[config.mk]
export PLATFORM = sky130hd
export DESIGN_NAME = picorv32_wb8_bridge
export DESIGN_NICKNAME = d
export VERILOG_FILES = /design/src/rtl/picorv32_wb8_pkg.sv /design/src/rtl/wb_timeout_ctr.sv /design/src/rtl/picorv32_wb8_bridge.sv
export SDC_FILE = /design/constraint.sdc
export NUM_CORES = 1
export LEC_CHECK = 0
export ABC_AREA = 1
export BUFFER_PORTS_ARGS = -buffer_cell sky130_fd_sc_hd__buf_2
export CORE_ASPECT_RATIO = 0.5
export CORE_MARGIN = 5
export CORE_UTILIZATION = 30
export DETAILED_ROUTE_END_ITERATION = 6
export PLACE_DENSITY = 0.59
export SYNTH_ARGS = -nofsm -noshare
export SYNTH_HDL_FRONTEND = slang
export SYNTH_SLANG_ARGS = --single-unit
[constraint.sdc]
create_clock -name i_clk -period 1.95 [get_ports i_clk]
set_input_delay 0.39 -clock i_clk [delete_from_list [all_inputs] [get_ports i_clk]]
set_output_delay 0.39 -clock i_clk [all_outputs]
set_load 0.02 [all_outputs]
[src/rtl/picorv32_wb8_pkg.sv]
// Shared types and constants for the PicoRV32 to 8-bit Wishbone bridge.
package picorv32_wb8_pkg;

  typedef enum logic [1:0] {
    IDLE = 2'd0,
    BUS  = 2'd1,
    GAP  = 2'd2,
    DONE = 2'd3
  } state_e;

  localparam logic [2:0]  CTI_CLASSIC = 3'b000;
  localparam logic [1:0]  BTE_LINEAR  = 2'b00;
  localparam logic [31:0] ERR_RDATA   = 32'hFFFF_FFFF;

  // Index of the lowest set bit; an empty mask maps to lane 0.
  function automatic logic [1:0] lowest_lane(input logic [3:0] mask);
    logic [1:0] lane;
    lane = 2'd0;
    for (int i = 3; i >= 0; i--) begin
      if (mask[i]) lane = 2'(i);
    end
    return lane;
  endfunction

endpackage

[src/rtl/wb_timeout_ctr.sv]
// Per-lane cycle counter; tc flags the last cycle a byte access may stay on the bus.
module wb_timeout_ctr #(
  parameter int TIMEOUT_CYCLES = 16
) (
  input  logic i_clk,
  input  logic i_reset,
  input  logic clr,
  input  logic en,
  output logic tc
);

  localparam int CW = $clog2(TIMEOUT_CYCLES + 1);

  logic [CW-1:0] count_q, count_d;

  assign tc = (count_q == CW'(TIMEOUT_CYCLES - 1));

  // NOTE: every always_comb output gets a default first, so no path leaves it unassigned and no latch is inferred.
  always_comb begin
    count_d = count_q;
    if (clr)           count_d = '0;
    else if (en && !tc) count_d = count_q + CW'(1);
  end

  // NOTE: state registers use non-blocking assignments so every flop samples the pre-edge values.
  always_ff @(posedge i_clk) begin
    if (i_reset) count_q <= '0;
    else         count_q <= count_d;
  end

endmodule

[src/rtl/picorv32_wb8_bridge.sv]
// Splits one 32-bit PicoRV32 native request into single-byte Wishbone classic cycles.
module picorv32_wb8_bridge
  import picorv32_wb8_pkg::*;
#(
  parameter int ADDR_W         = 8,
  parameter int TIMEOUT_CYCLES = 16,
  parameter int RETRY_MAX      = 3
) (
  input  logic              i_clk,
  input  logic              i_reset,
  input  logic              mem_valid,
  input  logic              mem_instr,
  input  logic [31:0]       mem_addr,
  input  logic [31:0]       mem_wdata,
  input  logic [3:0]        mem_wstrb,
  output logic              mem_ready,
  output logic [31:0]       mem_rdata,
  output logic [ADDR_W-1:0] wb_adr_o,
  output logic [7:0]        wb_dat_o,
  input  logic [7:0]        wb_dat_i,
  output logic              wb_we_o,
  output logic              wb_cyc_o,
  output logic              wb_stb_o,
  output logic [2:0]        wb_cti_o,
  output logic [1:0]        wb_bte_o,
  input  logic              wb_ack_i,
  input  logic              wb_err_i,
  input  logic              wb_rty_i,
  output logic              bus_err_o
);

  localparam int RW = (RETRY_MAX < 1) ? 1 : $clog2(RETRY_MAX + 1);

  state_e            state_q, state_d;
  logic [3:0]        mask_q, mask_d;
  logic [1:0]        lane_q, lane_d;
  logic [ADDR_W-1:0] addr_q, addr_d;
  logic [31:0]       wdata_q, wdata_d;
  logic              we_q, we_d;
  logic [RW-1:0]     retry_q, retry_d;
  logic              aborted_q, aborted_d;
  logic [31:0]       rdata_q, rdata_d;
  logic              cyc_q, cyc_d;
  logic [ADDR_W-1:0] adr_q, adr_d;
  logic [7:0]        dat_q, dat_d;
  logic              ready_q, ready_d;
  logic              bus_err_q, bus_err_d;
  logic              abort;
  logic              tmr_tc;

  // Fetch flag and the address bits above the peripheral window carry no meaning here.
  logic unused_inputs;
  assign unused_inputs = ^{mem_instr, mem_addr[31:ADDR_W]};

  wb_timeout_ctr #(
    .TIMEOUT_CYCLES(TIMEOUT_CYCLES)
  ) u_timeout (
    .i_clk  (i_clk),
    .i_reset(i_reset),
    .clr    (state_q != BUS),
    .en     (state_q == BUS),
    .tc     (tmr_tc)
  );

  always_comb begin
    state_d   = state_q;
    mask_d    = mask_q;
    lane_d    = lane_q;
    addr_d    = addr_q;
    wdata_d   = wdata_q;
    we_d      = we_q;
    retry_d   = retry_q;
    aborted_d = aborted_q;
    rdata_d   = rdata_q;
    abort     = 1'b0;

    unique case (state_q)
      IDLE: begin
        if (mem_valid) begin
          addr_d    = mem_addr[ADDR_W-1:0];
          wdata_d   = mem_wdata;
          we_d      = |mem_wstrb;
          mask_d    = (|mem_wstrb) ? mem_wstrb : 4'b1111;
          lane_d    = lowest_lane(mask_d);
          rdata_d   = '0;
          retry_d   = '0;
          aborted_d = 1'b0;
          state_d   = BUS;
        end
      end
      BUS: begin
        // A timeout ranks with err: both end the request with the error word.
        if (wb_err_i || tmr_tc) begin
          abort = 1'b1;
        end else if (wb_ack_i) begin
          if (!we_q) rdata_d[{lane_q, 3'b000} +: 8] = wb_dat_i;
          mask_d  = mask_q & ~(4'b0001 << lane_q);
          retry_d = '0;
          state_d = (mask_d == 4'b0000) ? DONE : GAP;
        end else if (wb_rty_i) begin
          if (retry_q == RW'(RETRY_MAX)) begin
            abort = 1'b1;
          end else begin
            retry_d = retry_q + RW'(1);
            state_d = GAP;
          end
        end
        if (abort) begin
          rdata_d   = ERR_RDATA;
          aborted_d = 1'b1;
          state_d   = DONE;
        end
      end
      GAP: begin
        // A retried lane is still set and below every pending lane, so this re-selects it.
        lane_d  = lowest_lane(mask_q);
        state_d = BUS;
      end
      DONE: begin
        state_d = IDLE;
      end
      default: state_d = IDLE;
    endcase

    // Outputs are registered copies of what the next state implies.
    cyc_d     = (state_d == BUS);
    ready_d   = (state_d == DONE);
    bus_err_d = (state_d == DONE) && aborted_d;
    adr_d     = (addr_d & ~ADDR_W'(3)) | ADDR_W'(lane_d);
    dat_d     = wdata_d[{lane_d, 3'b000} +: 8];
  end

  always_ff @(posedge i_clk) begin
    if (i_reset) begin
      state_q   <= IDLE;
      mask_q    <= '0;
      lane_q    <= '0;
      addr_q    <= '0;
      wdata_q   <= '0;
      we_q      <= 1'b0;
      retry_q   <= '0;
      aborted_q <= 1'b0;
      rdata_q   <= '0;
      cyc_q     <= 1'b0;
      adr_q     <= '0;
      dat_q     <= '0;
      ready_q   <= 1'b0;
      bus_err_q <= 1'b0;
    end else begin
      state_q   <= state_d;
      mask_q    <= mask_d;
      lane_q    <= lane_d;
      addr_q    <= addr_d;
      wdata_q   <= wdata_d;
      we_q      <= we_d;
      retry_q   <= retry_d;
      aborted_q <= aborted_d;
      rdata_q   <= rdata_d;
      cyc_q     <= cyc_d;
      adr_q     <= adr_d;
      dat_q     <= dat_d;
      ready_q   <= ready_d;
      bus_err_q <= bus_err_d;
    end
  end

  assign mem_ready = ready_q;
  assign mem_rdata = rdata_q;
  assign bus_err_o = bus_err_q;
  assign wb_adr_o  = adr_q;
  assign wb_dat_o  = dat_q;
  assign wb_we_o   = we_q;
  assign wb_cyc_o  = cyc_q;
  assign wb_stb_o  = cyc_q;
  assign wb_cti_o  = CTI_CLASSIC;
  assign wb_bte_o  = BTE_LINEAR;

endmodule

-- Yosys cells after proc, flatten, opt, wreduce, memory -nomap -nowiden
Index checks and enable logic that the tools add are counted.
- RAM bits: 0
- output and inout port bits: 58
- bits in read-only memories: 0
- bits in latches: 0
- word-level logic and storage cells: 103
- input port bits: 83
- register bits: 108
- memories kept: 0
- shift operators: 4
- $mul: 0
- $lt $le $gt $ge: 0
- reduce and logical (&&, ||, !) cells: 13
- eq/ne operators: 16
- muxes and demuxes: 48
- div/mod/pow operators: 0
- add/subtract/negate cells: 3
- bitwise operators: 3
- operators with widths (kind ; number):
    $mux W32 ; 7
    $pmux W32 S2 ; 1
    $mux W2 ; 20
    $bwmux W32 ; 1
    $shift A8 B7 Y32 const A ; 1
    $shiftx A32 B6 Y8 ; 1
    $shiftx A8 B7 Y32 ; 1
    $mux W4 ; 4
    $mux W8 ; 2
    $ne A3 B3 Y1 const B ; 5
    $reduce_and A5 Y1 ; 2
    $eq A2 B2 Y1 const B ; 4
    $mux W1 ; 8
    $or A8 B2 Y8 ; 1
    $pmux W2 S2 ; 2
    $pmux W2 S4 ; 1
    $pmux W4 S2 ; 1
    $neg A5 Y7 ; 1
    $ne A2 B2 Y1 const B ; 3
    $add A5 B1 Y5 const B ; 1
    $eq A5 B4 Y1 const B ; 1
    $and A4 B4 Y4 ; 1
    $eq A2 B1 Y1 const B ; 2
    $logic_not A4 Y1 ; 1
    14 further kinds ; 15

-- Longest topological paths before layout
Gate-level depths: netlist (run 1).
- word-level depth: 11
- gate-level depth with buffers: 15
- depth with buffers taken out: 15

-- Cells and area by module
Synthesis (run 1) repeated with hierarchy kept, for this count alone.
- cells, all modules: 612
- area total of the unflattened synthesis: 4554.4 um^2
- modules (own cells, without submodules) (module ; seq. area each (um^2) ; area an instance (um^2) ; times used ; cells an instance):
    picorv32_wb8_bridge ; 1861.8 ; 4284.1 ; 1 ; 578
    wb_timeout_ctr ; 100.1 ; 270.3 ; 1 ; 34

-- Least setup slack after synthesis (run 1)
OpenSTA, ideal clock, no wires.
- path kind: register -> register
- start: register u_timeout.count_q[0]
- end: register rdata_q[14] (netlist: mem_rdata[14])
- required time: 1894 ps
- stages on the path, launching flop included: 16
- path buffers: 0
- data arrival time: 1864 ps
- slack: 30 ps
- clock period less this slack: 1920 ps
- setup time: 56 ps
- cells stage by stage: dfxtp_1 ha_1 nand2_1 nor2_1 ha_1 nor2_1 nand2_1 nor2_4 o21ai_1 nand2_2 inv_4 o21ai_4 nand2_4 nand2_1 nand2_1 inv_1
- word-level cells in the longest chain between the ends: 6
- elaborated cells on any way between the ends: 10
- those cells by class: eq/ne (4); mux (4); reduce/logical (2)
- RTL lines (item ; line ; source):
    start, declared ; wb_timeout_ctr.sv:14 ; logic [CW-1:0] count_q, count_d;
    start signal, assigned ; wb_timeout_ctr.sv:28 ; else count_q <= count_d;
    $eq A5 B4 Y1 * ; wb_timeout_ctr.sv:16 ; assign tc = (count_q == CW'(TIMEOUT_CYCLES - 1));
    $logic_or A1 B1 Y1 * ; picorv32_wb8_bridge.sv:93 ; if (wb_err_i || tmr_tc) begin
    $mux W1 ; picorv32_wb8_bridge.sv:93 ;
    $mux W1 ; picorv32_wb8_bridge.sv:77 ; unique case (state_q)
    $ne A3 B3 Y1 (no line) or $mux W32 (tied branches) ; n/a ;
    $reduce_and A5 Y1 (no line) or $pmux W32 S2 (tied branches) ; n/a ;
    end signal, assigned ; picorv32_wb8_bridge.sv:158 ; rdata_q <= rdata_d;
    end, declared ; picorv32_wb8_bridge.sv:42 ; logic [31:0] rdata_q, rdata_d;
Every way passes the cells marked *; elsewhere a longest branch is shown, timed or not. The select of a mux whose other input is x is not followed.
A chain may end at the register's enable or synchronous reset.

-- Final worst setup path (run 1)
- start: register u_timeout.count_q[0]
- end: register rdata_q[17] (netlist: mem_rdata[17])
Same word-level chain as after synthesis.

==> impl_metrics.json, run 1 <==
{
  "status": "completed",
  "slew_headroom_pct": 65.0,
  "yosysWarnings": 0,
  "worstSetupPathType": "register to register",
  "drt_iter0_markers": 236,
  "fill_cells": 1628,
  "period_minus_slack_ps": 1940,
  "yosys-top-cells-count": "nand2_1 (201), dfxtp_1 (98), inv_1 (98), nor2_1 (73), o21ai_0 (50)",
  "cts_buffers": 9,
  "yosysTopAreaCell": "dfxtp_1",
  "rows": 32,
  "dr_total_vias": 4352,
  "initial_core_util_pct": 30.7,
  "multi_input_area_mm2": 0.00231,
  "rsz0062_at_grt": "yes",
  "area_growth_syn_to_layout_pct": 27.3,
  "end_kind": "register",
  "fmaxAchievable_ghz": 0.516,
  "wl_mm": 12.1,
  "path_buf_inv": 3,
  "ir_worst_vdd_mv": 0.408,
  "antenna_found_initial": 1,
  "cts_tree": "built",
  "dieHeight_um": 98.9,
  "ys_seq_area_share_pct": 41.4,
  "wl_per_cell_um": 12.1,
  "holdBufCountCts": 0,
  "slowest_delay_ps": 340,
  "finalInstanceArea_mm2": 0.00604,
  "clk_pin_slew_ps": 70,
  "yosysMostFrequentCell": "nand2_1",
  "crit_chain": "ha_4 > nand2_2 > nor2_2 > ha_2 > nor2_4 > nand2_4 > nor2_4 > o21ai_2 > nand2_2 > clkinv_4 > o21ai_4 > buf_12 > nand2_8 > nand2_2 > nand2_1 > inv_1",
  "grt_pass1_wl_mm": 19.5,
  "stdcell_count": 1001,
  "synth_seq_cells": 98,
  "cp.required_ps": 2240,
  "synth_edf_count": 0,
  "htreeDepth": 3,
  "seq_area_mm2": 0.00197,
  "period_share_pct": 99.3,
  "fp.coreArea_mm2": 0.0155,
  "nNetsFinal": 883,
  "ys_types": 36,
  "tightest_slew_ps": 524,
  "cellPowerDensity_mw_per_mm2": 944,
  "setup_viol": 0,
  "start_kind": "register",
  "io_buffer_count": 108,
  "grt.total_usage_pct": 12.8,
  "min_path_type": "primary input to register",
  "async_flop_share_pct": 0,
  "cpMostUsedCell": "nand2_2",
  "clk_path_buf_depth": 2,
  "ys.flop_type": "dfxtp_1",
  "clk_latency_ps": 350,
  "grt_max_degree": 33,
  "critPathArrivalTime_ps": 2230,
  "antenna_cells": 0,
  "pin_count": 141,
  "synth_area_mm2": 0.00474,
  "clockRootBuffer": "clkbuf_16",
  "power.static_leakage_nw": 3.29,
  "clkSinkCount": 98,
  "hold_viol": 0,
  "dieWidth_um": 188,
  "skew_ps": 9.04,
  "cpLargestDelayFamily": "simple AND/OR/NAND/NOR gates",
  "maxCapViolCount": 0,
  "slowest_stage": "dfxtp_2",
  "post_dp_cell_area_mm2": 0.00562,
  "ys_top_cells_by_area": "dfxtp_1 (41%), nand2_1 (16%), inv_1 (7.8%), mux2i_1 (5.9%), nor2_1 (5.8%)",
  "grt_pass1_vias": 4152,
  "fp.dieArea_mm2": 0.0186,
  "viasPerCell": 4.35,
  "place_congestion": 0.867,
  "syn_avg_cell_area_um2": 7.08,
  "syn_inst": 670,
  "cp_max_fo": 8,
  "dp.cells": 982,
  "dp_hpwl_mm": 9.17,
  "drv_slew": 0,
  "drc": 0,
  "overflow": 0,
  "dr.pass1.iters": 4,
  "detail-route-antenna-nets": 0,
  "synth.top_cell.area_share_pct": 41.4,
  "final_layout_size_suffix_gt1_share_pct": 24.8
}
==> metal layers <==
layer  up-vias  track usage (%)  part of all wire (%)
met5         -                0                  0.15
met4         2             3.21                   1.1
met3        16             3.89                   6.2
met2        99             20.8                    44
met1      1934             16.8                    49
li1       2301                -                     -
==> path summary, 6_finish.rpt <==
path / startpoint / end / slack (ps) / cells past startpoint
hold / removal: mem_addr[4] / addr_q[4] / 290 / 3
setup / recovery: u_timeout.count_q[0] / mem_rdata[17] / 10 / 16
setup reg to reg: u_timeout.count_q[0] / mem_rdata[17] / 10 / 16
hold reg to reg: u_timeout.count_q[3] / u_timeout.count_q[3] / 470 / 2
==> placed cells by master (no fill, tap or decap), types with 6 or more instances in the layout <==
master,instances
a21oi_1,12
buf_2,108
buf_4,16
clkbuf_16,11
dfxtp_1,95
ha_1,6
inv_1,95
inv_2,7
mux2i_1,28
nand2_1,192
nand2_2,10
nand2_4,6
nand3_1,28
nor2_1,71
o21ai_0,50
or2_2,6
==> kinds of logic after synthesis <==
logic type | synth area share (%)
flip-flops | 41.4
adder cells (fa/ha/maj) | 2.11
AO/OA/AOI/OAI | 9.89
multiplexers | 5.91
XOR/XNOR | 0.185
AND/OR/NAND/NOR | 28.6
buffers and inverters | 11.8
other | 0.0790
==> worst min-delay path, cell delays in order <==
cell	delay (ps)
buf_2	70
o21ai_0	70
nor2_1	80
==> sequential cells by signal, summed over array words and instances, names as in the netlist <==
register / cells
addr_q: 6
mem_rdata: 32
lane_q: 1
state_q: 2
mem_ready: 1
mask_q: 4
wdata_q: 32
wb_dat_o: 8
bus_err_o: 1
retry_q: 2
aborted_q: 1
wb_adr_o: 1
wb_cyc_o: 1
u_timeout.count_q: 5
wb_we_o: 1
==> layout make-up <==
type | instances | share of cell area (%)
Timing Repair Buffer | 132 | 13.6
Sequential cell | 98 | 32.5
Clock inverter | 5 | 0.601
Clock buffer | 11 | 4.02
Tap cell | 204 | 4.23
Multi-Input combinational cell | 446 | 38.3
Inverter | 105 | 6.75
==> power by group <==
part / total [mW] / switching [mW] / leakage [nW] / internal (mW)
clock: 1.69 / 0.783 / 0.140 / 0.908
combinational: 1.66 / 1.06 / 2.34 / 0.604
sequential: 2.35 / 0.105 / 0.809 / 2.25
total: 5.70 / 1.95 / 3.29 / 3.76
==> timing repair <==
| item | CTS | global route |
|---|---|---|
| pin swaps | 2 | 8 |
| endpoints found under the setup margin | 34 | 44 |
| gates resized for setup | 3 | 25 |
| endpoints found under the hold margin | 0 | 0 |
| cloned | 0 | 2 |
| setup buffers | 1 | 0 |
==> stage by stage <==
step	hold WS (ps)	TNS (ps)	setup WS [ps]	power [mW]	utilization (%)
6_report	290	0	13.1	5.70	39.1
2_1_floorplan	439	0	30.2	3.51	-
3_5_place_dp	459	-225	-21.1	4.01	36.3
3_3_place_gp	448	0	1.09	3.99	36.3
4_1_cts	280	0	16.8	5.73	38.2
5_1_grt	307	-1750	-108	6.07	39.1
(Power assumes the default switching activity.)
==> inputs of run 2 (changes only) <==
ABC_AREA = not set   (was 1)
CORE_UTILIZATION = 45   (was 30)
PLACE_DENSITY = 0.81   (was 0.59)
==> impl_metrics.json, run 2 <==
{
  "dr_total_vias": 3794,
  "end_kind": "register",
  "nNetsFinal": 696,
  "dieHeight_um": 78.4,
  "drc": 0,
  "drv_slew": 0,
  "clkPwrFrac_pct": 37.5,
  "io_buffer_count": 108,
  "min_path_type": "primary input to register",
  "antenna_cells": 0,
  "ys_seq_area_share_pct": 46.5,
  "whs_endpoint": "addr_q[7]",
  "critPathArrivalTime_ps": 2110,
  "skew_ps": 5.34,
  "r2r_end": "wb_dat_o[1]",
  "power.total_mw": 5.46,
  "fp.coreArea_mm2": 0.00892,
  "syn_inst": 484,
  "cp.depth": 6,
  "dieWidth_um": 147,
  "grt.total_usage_pct": 18.6,
  "r2r_slack_ps": 40,
  "yosysWarnings": 0,
  "clkSinkCount": 98,
  "final_common_cell": "buf_2",
  "period_minus_slack_ps": 1910,
  "power.static_leakage_nw": 2.53,
  "area_growth_syn_to_layout_pct": 34.2,
  "reg2reg_from": "state_q[0]",
  "pwr-share-comb_pct": 21.0,
  "yosysTopAreaCell": "dfxtp_1",
  "grt_pass1_wl_mm": 17.7,
  "fmaxAchievable_ghz": 0.524,
  "clk_pin_slew_ps": 70,
  "fp.dieArea_mm2": 0.0115,
  "hold_viol": 0,
  "async_flop_share_pct": 0,
  "status": "completed",
  "rows": 24,
  "multi_input_area_mm2": 0.00228,
  "holdWs_ps": 281,
  "antenna_found_initial": 0,
  "clk_path_buf_depth": 2,
  "wl_mm": 10.9,
  "wl_per_cell_um": 14.9,
  "dp_hpwl_mm": 7.77,
  "place_congestion": 0.809,
  "grt_pass1_vias": 3684,
  "pwr-share-seq_pct": 41.5,
  "rsz0062_at_grt": "yes",
  "cp.required_ps": 2150,
  "cts_tree": "built",
  "worstSetupStartpoint": "state_q[0]",
  "period_share_pct": 97.8,
  "htreeDepth": 3,
  "seq_area_mm2": 0.00197,
  "slew_headroom_pct": 46.4,
  "synth_seq_cells": 98,
  "ys_types": 48,
  "overflow": 0,
  "worstSetupPathType": "register to register",
  "p_switching_mw": 1.54,
  "cellPowerDensity_mw_per_mm2": 965,
  "setup_viol": 0,
  "ir_worst_vdd_mv": 0.482,
  "slowest_delay_ps": 450,
  "hold_start": "mem_addr[7]",
  "whs_path_depth": 3,
  "syn_avg_cell_area_um2": 8.71,
  "cts_buffers": 9,
  "initial_core_util_pct": 47.3,
  "ys.flop_type": "dfxtp_1",
  "path_buf_inv": 1,
  "final_cell_mix": "buf_2 (108), nand2_1 (98), dfxtp_1 (94)",
  "crit_chain": "or3b_4 > or4_4 > nand3_4 > buf_6 > mux2i_1 > mux2i_1",
  "start_kind": "register",
  "stdcell_count": 727,
  "synth.top_cell.area_share_pct": 46.5,
  "finalInstanceArea_mm2": 0.00566,
  "cpMostUsedCell": "mux2i_1",
  "pin_count": 141,
  "p_int_mw": 3.92,
  "final_layout_size_suffix_gt1_share_pct": 32.1,
  "cpLargestDelayFamily": "simple AND/OR/NAND/NOR gates",
  "maxCapViolCount": 0,
  "yosys-top-cells-count": "dfxtp_1 (98), nand2_1 (98), a21oi_1 (71), nor2_1 (33), o22a_1 (32)",
  "dp.cells": 705,
  "synth_area_mm2": 0.00422,
  "slowest_stage": "or4_4",
  "holdBufCountCts": 0,
  "tightest_slew_ps": 803,
  "final_util_pct": 63.4,
  "fill_cells": 713,
  "clk_latency_ps": 340,
  "drt_iter0_markers": 147,
  "viasPerCell": 5.22,
  "dr.pass1.iters": 5,
  "detail-route-antenna-nets": 0,
  "clockRootBuffer": "clkbuf_16",
  "ys_top_cells_by_area": "dfxtp_1 (47%), nand2_1 (8.7%), a21oi_1 (8.4%), mux2i_1 (6.9%), o22a_1 (6.6%)",
  "grt_max_degree": 45,
  "synth_edf_count": 0,
  "post_dp_cell_area_mm2": 0.00515,
  "switching_share_pct": 28.1,
  "r2r_cells": 6,
  "cp_max_fo": 7
}
## run 2: kinds of logic (layout without fill, tap and decap cells)
group,after synthesis,in the layout,synth area share [%]
compound gates,134,134,20.1
xor+xnor,3,3,0.623
fa+ha+maj,8,8,2.37
buf+inv,41,163,4.63
flops,98,98,46.5
mux,33,33,7.95
other cells,1,5,0.0890
simple gates,166,166,17.7
## run 2: how the worst max path moves through the flow
stage / endpoint / slack, ps
final: wb_dat_o[1] / 40
after global routing: wb_dat_o[5] / -30
after CTS: wb_cyc_o / 20
after detailed placement: wb_dat_o[1] / -180
after global placement: wb_dat_o[3] / -130
after floorplan: mem_rdata[2] / -290
## run 2: stage by stage
step,setup TNS (ps),worst slack (ps)
2_1_floorplan,-9040,-291
3_3_place_gp,-919,-134
3_5_place_dp,-1660,-180
4_1_cts,0,21.6
5_1_grt,-95.8,-33.4
6_report,0,42.8
## run 2: final cells by class
class                      count  share of cell area (%)
multi-input combinational    349                    40.4
tap                          117                    2.59
clock inverter                 7                    2.19
inverter                       7                   0.464
clock buffer                   9                    3.98
timing repair buffer         140                    15.6
sequential                    98                    34.8
## run 2: power by group through the flow
| stage | logic, mW | registers (mW) | clock network [mW] |
|---|---|---|---|
| final | 1.15 | 2.27 | 2.04 |
| after global routing | 1.24 | 2.29 | 2.18 |
| after CTS | 1.12 | 2.27 | 2.08 |
| after detailed placement | 1.07 | 2.31 | 0 |
| after global placement | 1.04 | 2.30 | 0 |
| after floorplan | 0.569 | 2.45 | 0 |
## run 2: routing by layer
metal  part of all wire [%]  track usage [%]
met1                     45             23.9
met2                     48             30.9
met3                    5.7             4.43
met4                    1.4             6.75
met5                      0                0
## run 2: what timing repair did
| action | 4_1_cts | 5_1_grt |
|---|---|---|
| resized for setup | 3 | 13 |
| endpoints found under the setup margin | 36 | 37 |
| setup buffers | 3 | 3 |
| pin swaps | 10 | 14 |
## run 2: tightest hold or removal path: stages
cell and delay, ps:
buf_2 90, nand2_1 40, a21oi_1 50
==> inputs of run 3 (changes only) <==
CORE_UTILIZATION = 47   (was 45)
CTS_BUF_LIST = sky130_fd_sc_hd__clkbuf_4   (was not set)
PLACE_DENSITY = 0.84   (was 0.81)
SKIP_LAST_GASP = 1   (was not set)
==> impl_metrics.json, run 3 (same netlist as run 2, synthesis figures left out) <==
{
  "status": "finished, violations left",
  "failed_checks": "negative setup slack",
  "min_path_type": "primary input to register",
  "multi_input_area_mm2": 0.00237,
  "final_util_pct": 64.6,
  "final_cell_mix": "buf_2 (108), nand2_1 (98), dfxtp_1 (95)",
  "period_minus_slack_ps": 1990,
  "overflow": 0,
  "period_share_pct": 102,
  "slowest_stage": "or4_4",
  "final_layout_size_suffix_gt1_share_pct": 34.7,
  "start_kind": "register",
  "tightest_slew_ps": 705,
  "grt.total_usage_pct": 19.8,
  "place_congestion": 0.810,
  "fp.coreArea_mm2": 0.00874,
  "setup_viol": 11,
  "hold_viol": 0,
  "antenna_found_initial": 0,
  "cpMostUsedCell": "mux2i_1",
  "r2r_slack_ps": -40,
  "dieWidth_um": 144,
  "end_kind": "register",
  "stdcell_count": 740,
  "rows": 24,
  "crit_chain": "or3b_4 > or4_4 > nand3_4 > buf_6 > mux2i_1 > mux2i_1",
  "cts_buffers": 9,
  "drt_iter0_markers": 278,
  "worstSetupPathType": "register to register",
  "dr_total_vias": 3946,
  "drv_slew": 0,
  "detail-route-antenna-nets": 0,
  "cellPowerDensity_mw_per_mm2": 853,
  "dp_hpwl_mm": 7.85,
  "seq_area_mm2": 0.00197,
  "rsz0062_at_grt": "yes",
  "antenna_cells": 0,
  "nNetsFinal": 709,
  "power.static_leakage_nw": 2.53,
  "clkSinkCount": 98,
  "dp.cells": 705,
  "wl_per_cell_um": 15.5,
  "initial_core_util_pct": 48.2,
  "skew_ps": 18.7,
  "grt_pass1_wl_mm": 17.8,
  "ir_worst_vdd_mv": 0.489,
  "cp.required_ps": 2300,
  "drc": 0,
  "fmaxAchievable_ghz": 0.503,
  "critPathArrivalTime_ps": 2340,
  "dr.pass1.iters": 4,
  "grt_max_degree": 45,
  "htreeDepth": 3,
  "slew_headroom_pct": 52.8,
  "clk_pin_slew_ps": 150,
  "final_common_cell": "buf_2",
  "viasPerCell": 5.33,
  "clockRootBuffer": "clkbuf_4",
  "area_growth_syn_to_layout_pct": 34.0,
  "layout_setup_ws_ps": -37.1,
  "fill_cells": 736,
  "io_buffer_count": 108,
  "wl_mm": 11.5,
  "cp_max_fo": 6,
  "slowest_delay_ps": 550,
  "power.total_mw": 4.81,
  "dieHeight_um": 77.0,
  "place_ws_ps": -240,
  "maxCapViolCount": 0,
  "grt_pass1_vias": 3743,
  "pin_count": 141,
  "clk_path_buf_depth": 2,
  "fp.dieArea_mm2": 0.0111,
  "cts_tree": "built",
  "clk_latency_ps": 480
}
[run 3: metal layers]
| layer | GRT usage (%) | vias up | wire, µm |
|---|---|---|---|
| met1 | 25.3 | 1856 | 5060 |
| met4 | 6.39 | 0 | 132 |
| li1 | - | 1964 | - |
| met2 | 32.8 | 112 | 5600 |
| met3 | 5.16 | 14 | 694 |
| met5 | 0 | - | 0 |
[run 3: cell type report]
type | instances | share of cell area [%]
clock buffer | 10 | 1.33
clock inverter | 6 | 2.02
inverter | 7 | 0.465
multi-input combinational | 352 | 41.9
sequential | 98 | 34.8
tap | 117 | 2.59
timing repair buffer | 150 | 16.9
[run 3: path summary, 6_finish.rpt]
path,endpoint,cells past startpoint,startpoint
worst min-delay path,addr_q[2],3,mem_addr[2]
worst max-delay path,wb_dat_o[5],6,state_q[0]
worst max register to register,wb_dat_o[5],6,state_q[0]
worst min register to register,addr_q[6],2,addr_q[6]
[run 3: worst max-delay path, delay by kind of cell (launching register included)]
kind,cells,cell delay (ps)
and+or+nand+nor,3,1100
buffers and inverters,1,130
muxes,2,290
DFF,1,350
[run 3: what timing repair did]
action                     CTS  global route
pin swaps                   10            21
gates cloned                 2             3
setup endpoints to repair   45            48
hold buffers                 0             0
setup buffers                5             9
gates resized for setup     10            18
[run 3: metrics by stage]
stage	setup TNS (ps)	instance area (µm²)	hold slack, ps
detailed placement	-2350	5140	452
global route	-1790	5650	116
global placement	-1060	5140	439
floorplan	-9040	4420	439
finish	-165	5650	146
CTS	-90.4	5430	117
[run 3: power breakdown]
part	switching [mW]	total, mW	leakage, nW	internal, mW
logic	0.697	1.19	1.63	0.488
registers	0.0860	2.27	0.807	2.18
clock network	0.692	1.36	0.0932	0.667
total	1.47	4.81	2.53	3.34
